--- config.mk ---
export PLATFORM = sky130hd
export DESIGN_NAME = fifo_dc_burst_wr_flat
export DESIGN_NICKNAME = d
export VERILOG_FILES = /design/src/rtl/fifo_dc_burst_wr_if.sv /design/src/rtl/fifo_dc_burst_wr.sv /design/src/flat_wrapper.sv
export SDC_FILE = /design/constraint.sdc
export NUM_CORES = 1
export LEC_CHECK = 0
export ABC_AREA = 0
export CORE_UTILIZATION = 38
export DETAILED_ROUTE_END_ITERATION = 12
export PLACE_DENSITY = 0.76
export SLEW_MARGIN = 25
export SYNTH_ARGS = -nofsm -noshare
export SYNTH_HDL_FRONTEND = slang
export SYNTH_SLANG_ARGS = --single-unit
--- constraint.sdc ---
create_clock -name wr_clk_i -period 1.55 [get_ports wr_clk_i]
set_input_delay 0.2325 -clock wr_clk_i [delete_from_list [all_inputs] [get_ports wr_clk_i]]
set_output_delay 0.2325 -clock wr_clk_i [all_outputs]
set_load 0.1 [all_outputs]
--- src/rtl/fifo_dc_burst_wr_if.sv ---
// ----------------------------------------------------------------------------
// fifo_dc_burst_wr_if
// Groups the burst request, source stream and FIFO write-port signals of the
// write-side burst admission controller.
//   slave  : the controller's view (takes requests, beats and FIFO status,
//            drives grant, ready, FIFO write port and error flag)
//   master : the surrounding system's view (opposite directions)
// Signals:
//   burst_req_i/burst_len_i     burst request level and length in beats
//   burst_gnt_o/burst_busy_o    one-cycle grant pulse, not-idle indication
//   in_data_i/in_valid_i/in_last_i/in_ready_o   valid/ready source stream
//   fifo_wr_en_o/fifo_wr_data_o registered FIFO write port
//   fifo_wr_full_i/fifo_wr_free_i FIFO write-domain status
//   err_o                       sticky protocol error
// ----------------------------------------------------------------------------
interface fifo_dc_burst_wr_if #(
    parameter int WIDTH   = 32,
    parameter int DEPTH   = 64,
    parameter int MAX_LEN = 16
);
    localparam int LENW  = $clog2(MAX_LEN) + 1;
    localparam int FREEW = $clog2(DEPTH) + 1;

    logic             burst_req_i;
    logic [LENW-1:0]  burst_len_i;
    logic             burst_gnt_o;
    logic             burst_busy_o;
    logic [WIDTH-1:0] in_data_i;
    logic             in_valid_i;
    logic             in_last_i;
    logic             in_ready_o;
    logic             fifo_wr_en_o;
    logic [WIDTH-1:0] fifo_wr_data_o;
    logic             fifo_wr_full_i;
    logic [FREEW-1:0] fifo_wr_free_i;
    logic             err_o;

    modport slave (
        input  burst_req_i, burst_len_i, in_data_i, in_valid_i, in_last_i,
               fifo_wr_full_i, fifo_wr_free_i,
        output burst_gnt_o, burst_busy_o, in_ready_o, fifo_wr_en_o,
               fifo_wr_data_o, err_o
    );

    modport master (
        output burst_req_i, burst_len_i, in_data_i, in_valid_i, in_last_i,
               fifo_wr_full_i, fifo_wr_free_i,
        input  burst_gnt_o, burst_busy_o, in_ready_o, fifo_wr_en_o,
               fifo_wr_data_o, err_o
    );
endinterface

--- src/rtl/fifo_dc_burst_wr.sv ---
// ----------------------------------------------------------------------------
// fifo_dc_burst_wr
// Write-side burst admission controller for the dual-clock FIFO. A burst is
// granted only when the FIFO's write-domain free count can hold all of it, so
// a granted burst never stalls on a full FIFO. Beats from a valid/ready source
// are then forwarded to the FIFO write port through a registered stage.
// Ports:
//   wr_clk_i    write-domain clock
//   wr_rst_n_i  asynchronous active-low reset (release expected to be
//               synchronised to wr_clk_i upstream)
//   bus         fifo_dc_burst_wr_if.slave: request, source stream, FIFO port
// ----------------------------------------------------------------------------
module fifo_dc_burst_wr #(
    parameter int WIDTH   = 32,
    parameter int DEPTH   = 64,
    parameter int MAX_LEN = 16
) (
    input  logic             wr_clk_i,
    input  logic             wr_rst_n_i,
    fifo_dc_burst_wr_if.slave bus
);
    localparam int LENW  = $clog2(MAX_LEN) + 1;
    localparam int FREEW = $clog2(DEPTH) + 1;

    typedef enum logic [1:0] {
        IDLE  = 2'd0,
        BURST = 2'd1,
        WAIT  = 2'd2
    } state_t;

    state_t           r_state;
    logic [LENW-1:0]  r_count;
    logic             r_gnt;
    logic             r_wrEn;
    logic [WIDTH-1:0] r_wrData;
    logic             r_err;

    logic             w_lenLegal;
    logic [FREEW-1:0] w_lenExt;
    logic             w_fits;
    logic             w_ready;
    logic             w_accept;
    logic             w_lastBeat;

    assign w_lenLegal = (bus.burst_len_i != '0) &&
                        (bus.burst_len_i <= LENW'(MAX_LEN));
    // Both operands are unsigned and FREEW bits wide; LENW never exceeds FREEW.
    assign w_lenExt   = FREEW'(bus.burst_len_i);
    assign w_fits     = (w_lenExt <= bus.fifo_wr_free_i);

    // Ready depends only on state and the full flag, never on in_valid_i.
    assign w_ready    = (r_state == BURST) && !bus.fifo_wr_full_i;
    assign w_accept   = w_ready && bus.in_valid_i;
    assign w_lastBeat = (r_count == LENW'(1));

    // Single FSM: admission in IDLE, beat forwarding in BURST, one settling
    // cycle in WAIT so the final write has reached the FIFO pointer before
    // the free count is evaluated again.
    always_ff @(posedge wr_clk_i or negedge wr_rst_n_i) begin
        if (!wr_rst_n_i) begin
            r_state  <= IDLE;
            r_count  <= '0;
            r_gnt    <= 1'b0;
            r_wrEn   <= 1'b0;
            r_wrData <= '0;
            r_err    <= 1'b0;
        end else begin
            r_gnt  <= 1'b0;
            r_wrEn <= 1'b0;
            case (r_state)
                IDLE: begin
                    if (bus.burst_req_i) begin
                        if (!w_lenLegal) begin
                            r_err <= 1'b1;
                        end else if (w_fits) begin
                            r_gnt   <= 1'b1;
                            r_count <= bus.burst_len_i;
                            r_state <= BURST;
                        end
                    end
                end
                BURST: begin
                    // The reservation makes full impossible here; seeing it
                    // means the free count or the FIFO is misbehaving.
                    if (bus.fifo_wr_full_i) begin
                        r_err <= 1'b1;
                    end
                    if (w_accept) begin
                        r_wrEn   <= 1'b1;
                        r_wrData <= bus.in_data_i;
                        r_count  <= r_count - LENW'(1);
                        // in_last_i is only cross-checked; the count ends the burst.
                        if (bus.in_last_i != w_lastBeat) begin
                            r_err <= 1'b1;
                        end
                        if (w_lastBeat) begin
                            r_state <= WAIT;
                        end
                    end
                end
                WAIT: begin
                    r_state <= IDLE;
                end
                default: begin
                    r_state <= IDLE;
                end
            endcase
        end
    end

    assign bus.burst_gnt_o    = r_gnt;
    assign bus.burst_busy_o   = (r_state != IDLE);
    assign bus.in_ready_o     = w_ready;
    assign bus.fifo_wr_en_o   = r_wrEn;
    assign bus.fifo_wr_data_o = r_wrData;
    assign bus.err_o          = r_err;
endmodule

--- src/flat_wrapper.sv ---
// flat-port wrapper written by rule: the top's interface ports become plain ports
module fifo_dc_burst_wr_flat 
#(
    parameter int WIDTH   = 32,
    parameter int DEPTH   = 64,
    parameter int MAX_LEN = 16
)
  (wr_clk_i, wr_rst_n_i, bus_burst_req_i, bus_burst_len_i, bus_in_data_i, bus_in_valid_i, bus_in_last_i, bus_fifo_wr_full_i, bus_fifo_wr_free_i, bus_burst_gnt_o, bus_burst_busy_o, bus_in_ready_o, bus_fifo_wr_en_o, bus_fifo_wr_data_o, bus_err_o);
  fifo_dc_burst_wr_if #(.WIDTH(WIDTH), .DEPTH(DEPTH), .MAX_LEN(MAX_LEN)) bus_i ();
  input  logic wr_clk_i;
  input  logic wr_rst_n_i;
  input wire logic [$bits(bus_i.burst_req_i)-1:0] bus_burst_req_i;
  input wire logic [$bits(bus_i.burst_len_i)-1:0] bus_burst_len_i;
  input wire logic [$bits(bus_i.in_data_i)-1:0] bus_in_data_i;
  input wire logic [$bits(bus_i.in_valid_i)-1:0] bus_in_valid_i;
  input wire logic [$bits(bus_i.in_last_i)-1:0] bus_in_last_i;
  input wire logic [$bits(bus_i.fifo_wr_full_i)-1:0] bus_fifo_wr_full_i;
  input wire logic [$bits(bus_i.fifo_wr_free_i)-1:0] bus_fifo_wr_free_i;
  output wire logic [$bits(bus_i.burst_gnt_o)-1:0] bus_burst_gnt_o;
  output wire logic [$bits(bus_i.burst_busy_o)-1:0] bus_burst_busy_o;
  output wire logic [$bits(bus_i.in_ready_o)-1:0] bus_in_ready_o;
  output wire logic [$bits(bus_i.fifo_wr_en_o)-1:0] bus_fifo_wr_en_o;
  output wire logic [$bits(bus_i.fifo_wr_data_o)-1:0] bus_fifo_wr_data_o;
  output wire logic [$bits(bus_i.err_o)-1:0] bus_err_o;
  assign bus_i.burst_req_i = bus_burst_req_i;
  assign bus_i.burst_len_i = bus_burst_len_i;
  assign bus_i.in_data_i = bus_in_data_i;
  assign bus_i.in_valid_i = bus_in_valid_i;
  assign bus_i.in_last_i = bus_in_last_i;
  assign bus_i.fifo_wr_full_i = bus_fifo_wr_full_i;
  assign bus_i.fifo_wr_free_i = bus_fifo_wr_free_i;
  assign bus_burst_gnt_o = bus_i.burst_gnt_o;
  assign bus_burst_busy_o = bus_i.burst_busy_o;
  assign bus_in_ready_o = bus_i.in_ready_o;
  assign bus_fifo_wr_en_o = bus_i.fifo_wr_en_o;
  assign bus_fifo_wr_data_o = bus_i.fifo_wr_data_o;
  assign bus_err_o = bus_i.err_o;
  fifo_dc_burst_wr #(.WIDTH(WIDTH), .DEPTH(DEPTH), .MAX_LEN(MAX_LEN)) u_core (.wr_clk_i(wr_clk_i), .wr_rst_n_i(wr_rst_n_i), .bus(bus_i));
endmodule
* Word-level counts from Yosys, hierarchy flattened
Cells that the tools add are included.
** Word-level totals
- Bits in registers :: 42
- Input bits :: 50
- Output and inout port bits :: 37
- Logic and storage cells :: 53
** Cells by class
- Add/sub/neg operators :: 1
- Order comparisons :: 2
- Equal/unequal tests :: 9
- Mux-type cells :: 23
- Reduce and logical (&&, ||, !) cells :: 12
** Operators with widths (count)
- 5-bit two-way mux :: 4
- 1-bit two-way mux :: 11
- 2-bit two-way mux :: 5
- 5-bit case mux with 2 select lines :: 1
- 5-bit AND reduction :: 2
- 2-bit by 1-bit inequality test with 1-bit output, second input constant :: 4
- 5-bit by 7-bit <= comparator with 1-bit output :: 1
- 5-bit by 1-bit equality test with 1-bit output, second input constant :: 1
- 5-bit <= comparator, second input constant :: 1
- 5-bit nonzero test :: 1
- 5-bit by 1-bit subtractor with 5-bit output, second input constant :: 1
- 2-bit inequality test, second input constant :: 2
- 2-bit case mux with 2 select lines :: 1
- 2-bit nonzero test :: 2
- 1-bit logical AND :: 3
- 3-bit AND reduction :: 1
- 2-bit by 1-bit equality test with 1-bit output, second input constant :: 1
- 2-bit logical NOT :: 1
- 1-bit case mux with 2 select lines :: 1
- 2-bit AND reduction :: 1
- 1-bit logical NOT :: 1
- 1-bit inequality test :: 1

* Longest topological paths before layout
- Depth after elaboration :: 5
- Gate-level depth with buffers :: 7
- Depth with buffers taken out :: 7

* Least setup slack after synthesis
OpenSTA, ideal clock, no wires.
- Path type :: flip-flop to flip-flop
- Start point :: register u_core.r_state[1]
- End point :: register u_core.r_wrData[0] (netlist: u_core.bus.fifo_wr_data_o[0])
- Setup time :: 0.125 ns
- Arrival :: 2.782 ns
- Data required time :: 1.425 ns
- Slack :: -1.358 ns
- Cell stages (with the launch flop) :: 7
- Buffers on the path :: 2
- Cells stage by stage :: dfrtp_1 -> nand2b_1 -> nor2_1 -> and2_1 -> buf_2 -> buf_6 -> mux2_2
** On the way
- Cells in the longest elaborated chain, start to end :: 4
** Ends and longest elaborated chain
- start, declared :: RTL line fifo_dc_burst_wr.sv:31 : state_t r_state;
- start signal, assigned :: RTL line fifo_dc_burst_wr.sv:61 : r_state <= IDLE;
- start signal, assigned :: RTL line fifo_dc_burst_wr.sv:78 : r_state <= BURST;
- start signal, assigned :: RTL line fifo_dc_burst_wr.sv:97 : r_state <= WAIT;
- 2-bit by 1-bit equality test with 1-bit output :: RTL line fifo_dc_burst_wr.sv:52 : assign w_ready = (r_state == BURST) && !bus.fifo_wr_full_i;
- 1-bit logical AND :: RTL line fifo_dc_burst_wr.sv:52
- named net bus_in_ready_o :: RTL line flat_wrapper.sv:21 : output wire logic [$bits(bus_i.in_ready_o)-1:0] bus_in_ready_o;
- 1-bit logical AND :: RTL line fifo_dc_burst_wr.sv:53 : assign w_accept = w_ready && bus.in_valid_i;
- 2-bit AND reduction (no line)
- end signal, assigned :: RTL line fifo_dc_burst_wr.sv:90 : r_wrData <= bus.in_data_i;
- end, declared :: RTL line fifo_dc_burst_wr.sv:35 : logic [WIDTH-1:0] r_wrData;
The timed path passes the listed nets, and every way through them passes these cells.
A chain may end at the register's enable or synchronous reset.

* Worst setup path in the final report
- Start point :: input bus_fifo_wr_full_i
- End point :: register u_core.r_count[1]
** On the way
- Cells in the longest elaborated chain, start to end :: 5
** Ends and longest elaborated chain
- start, declared :: RTL line flat_wrapper.sv:17 : input wire logic [$bits(bus_i.fifo_wr_full_i)-1:0] bus_fifo_wr_full_i;
- 1-bit logical NOT :: RTL line fifo_dc_burst_wr.sv:52
- 1-bit logical AND :: RTL line fifo_dc_burst_wr.sv:52
- 1-bit logical AND :: RTL line fifo_dc_burst_wr.sv:53
- 2-bit by 1-bit inequality test with 1-bit output (no line)
- 5-bit AND reduction (no line)
- end signal, assigned :: RTL line fifo_dc_burst_wr.sv:77 : r_count <= bus.burst_len_i;
- end signal, assigned :: RTL line fifo_dc_burst_wr.sv:91 : r_count <= r_count - LENW'(1);
- end, declared :: RTL line fifo_dc_burst_wr.sv:32 : logic [LENW-1:0] r_count;
No other way between the ends.

==> results.yml <==
sta:
  grt_setup_unrepaired: "true"
  post-route-worst-setup-slack_ps: -1.08
  clock.fmax_ghz: 0.645
  final_hold_vio_count: 0
  skew_ps: 10.4
  final.period_utilization_pct: 100
  worst_pin_slew_ps: 535
  timing.final.setup_violations: 2
  min_hold_slack_ps: 11.6
  maxSlewHeadroom_pct: 64.3
  finalWorstPathRequiredPeriod_ps: 1550
  report.final.slew_viol_count: 0
yosys:
  mappedNetlistArea_sq_um: 2010
  synth-seq-cells: 42
  synth.yosys.warnings: 0
  synth.net_count: 211
  synth-compound-area-share_pct: 10.4
  synth_xor_xnor_area_share_pct: 1.24
  dominantRegCellSynth: "dfrtp_1"
  synth.avg_cell_area_sq_um: 13.1
  synth_async_sr_flop_share_pct: 100
  muxShareOfSynthArea_pct: 18.4
  synth-simple-area-share_pct: 8.88
  post_synthesis_adder_cell_area_fraction_pct: 4.35
  synth-edff-count: 0
  netlist_instances: 154
  dominant_combinational_cell_family_by_area_after_synthesis: "multiplexers"
  ys_types: 39
  ys_seq_area_share_pct: 52.2
place:
  placement.io_buffers: 86
  place_ws_ps: -792
  place_hpwl_um: 3590
  detailed_place.area_sq_um: 3480
  place_congestion: 0.791
die:
  design.core.area_sq_um: 5110
  die_x_um: 74.8
  initial_core_util_pct: 39.4
  floorplan.die.height_um: 74.8
  floorplan.io_pins: 87
  std_cell_rows: 26
  floorplan.die_area_sq_um: 5600
routing:
  drc: 0
  route.final.wire_length_um: 4680
  drt-pass1-iter-count: 4
  number_of_nets_with_antenna_violations_after_routing: 0
  vias_cell: 4.88
  drt-initial-drc-count: 60
  vias: 1626
  routed_wire_length_per_instance_um: 14.1
cts:
  cts_made_buffers: 5
  cts_root_buffer: "clkbuf_8"
  clock_tree_from_tritoncts: "yes"
  ctsHoldBuffers: 0
  clock_slew_at_the_register_clock_pins_of_the_worst_setup_and_hold_paths_ps: 80
  cts_max_path_buffers: 2
  clkLatencyLatePin_ps: 290
  cts_max_level: 2
  tritoncts_num_sinks: 42
final_layout:
  area.growth.synth_to_final_pct: 82.3
  design.final.nets: 320
  final_layout_size_suffix_gt1_share_pct: 51.3
  mostFrequentLayoutCell: "dfrtp_1"
  finish.instance_area_sq_um: 3670
  diode_insertion_count_for_antenna_repair: 0
  utilization_pct: 71.9
  mostFrequentLayoutCells: "dfrtp_1, buf_12, clkdlybuf4s50_1"
critical_path:
  endpoint_kind: "register"
  number_of_cell_instances_on_the_worst_register_to_register_path: 5
  timing.rr.end: "u_core.r_count[1]"
  required_time_worst_endpoint_ps: 1770
  timing.critical_path.from_type: "primary input"
  arrival_ps: 1770
  cp-startpoint: "bus_fifo_wr_full_i"
  critical_path_class: "in2reg"
  r2r_start: "u_core.r_state[0]"
  timing.critical_path.fanout_max: 5
  r2r_setup_slk_ps: 10
pwr:
  powerDensity_nw_per_um2: 1340
  p_leak_nw: 1.59
  power.sequential.fraction_pct: 31.5
  internal_power_mw: 2.70
  p_switching_mw: 2.21
  p_sw_share_pct: 44.9
  vdd_drop_max_mv: 0.690
  report.power.total_mw: 4.91
  comb_power_share_pct: 55.1
  power.clock.fraction_pct: 13.3
run_status:
  run_status: "complete, but fails checks"
  failed_checks: "setup timing"
global_route:
  grt.overflow.total: 0
  via_count_of_the_first_global_routing_pass: 1505
  grt_max_degree: 43
  gr-usage-all-layers_pct: 17.3
  grt_antenna_before_repair: 0
  grt_pass1_wl_um: 7200
flow_run:
  cap_viol_max_count: 0
min_path:
  hold_path_class: "in2async"
==> area by class of cell <==
cell class	count	area (sq um)
clock buffers	5	68.8
clock inverters	2	10.0
fillers	362	1440
inverters	10	45.0
multi-input cells	96	991
flip-flops and latches	42	1050
well taps	70	87.6
repair buffers	108	1420
==> worst max-delay path, cell delays in order <==
cell	delay, ps
clkdlybuf4s50_1	440
nand3b_1	190
a21oi_2	170
a21bo_1	250
a41oi_4	260
mux2i_1	220
==> synth_stat cells, types with 2 or more instances <==
library cell  instances  area [sq um]
ha_1                  7          87.6
a21oi_1              10          50.1
o21ai_0               2          10.0
nor3_1                5          25.0
mux2_2               32           360
a221o_1               2          20.0
nor2_1                6          22.5
dfrtp_1              42          1050
and2_1                2          12.5
buf_6                 4          45.0
or2_2                 2          12.5
nand2_1               3          11.3
nand3b_1              2          15.0
inv_1                10          37.5
==> worst max path at each step <==
stage                                               to  slack [ps]
final                                u_core.r_count[1]          -1
after global placement               u_core.r_count[4]        -700
after CTS                            u_core.r_count[1]           3
after detailed placement             u_core.r_count[3]        -790
after floorplan           u_core.bus.fifo_wr_data_o[0]        -450
after global routing                 u_core.r_count[1]         -40
==> registers in the layout, summed over array words and instances, names as in the netlist <==
name	flops
u_core.bus.fifo_wr_data_o	32
u_core.bus.burst_gnt_o	1
u_core.bus.fifo_wr_en_o	1
u_core.bus.err_o	1
u_core.r_count	5
u_core.r_state	2
==> power by group through the flow <==
stage	logic (mW)	registers, mW	clock network, mW
global placement	2.65	1.56	0
finish	2.71	1.55	0.655
global route	2.83	1.57	0.723
floorplan	0.523	2.63	0
CTS	2.70	1.55	0.685
detailed placement	2.68	1.57	0
==> cells by family (layout without fill, tap and decap cells) <==
group,after synthesis,count (layout)
compound gates,26,26
fa+ha+maj,7,7
buf+inv,16,125
flops,42,42
xor+xnor,2,2
simple gates,28,28
mux,33,33
==> repair_timing <==
item	in CTS	in global routing
setup endpoints to repair	31	7
pin swaps	15	8
resized for setup	42	10
buffers inserted	2	3
cloned	0	0
==> metrics by stage <==
step           instances  TNS [ps]
2_1_floorplan        154    -14480
3_3_place_gp         321    -13350
3_5_place_dp         321    -14630
4_1_cts              330         0
5_1_grt              333     -69.5
6_report             333     -1.16
==> per-layer routing <==
metal,global-route usage [%],wire [um]
met1,21.4,1870
met2,30.1,2480
met3,4.28,291
met4,4.40,43
met5,0,0
Power figures use the tool's default switching activity.
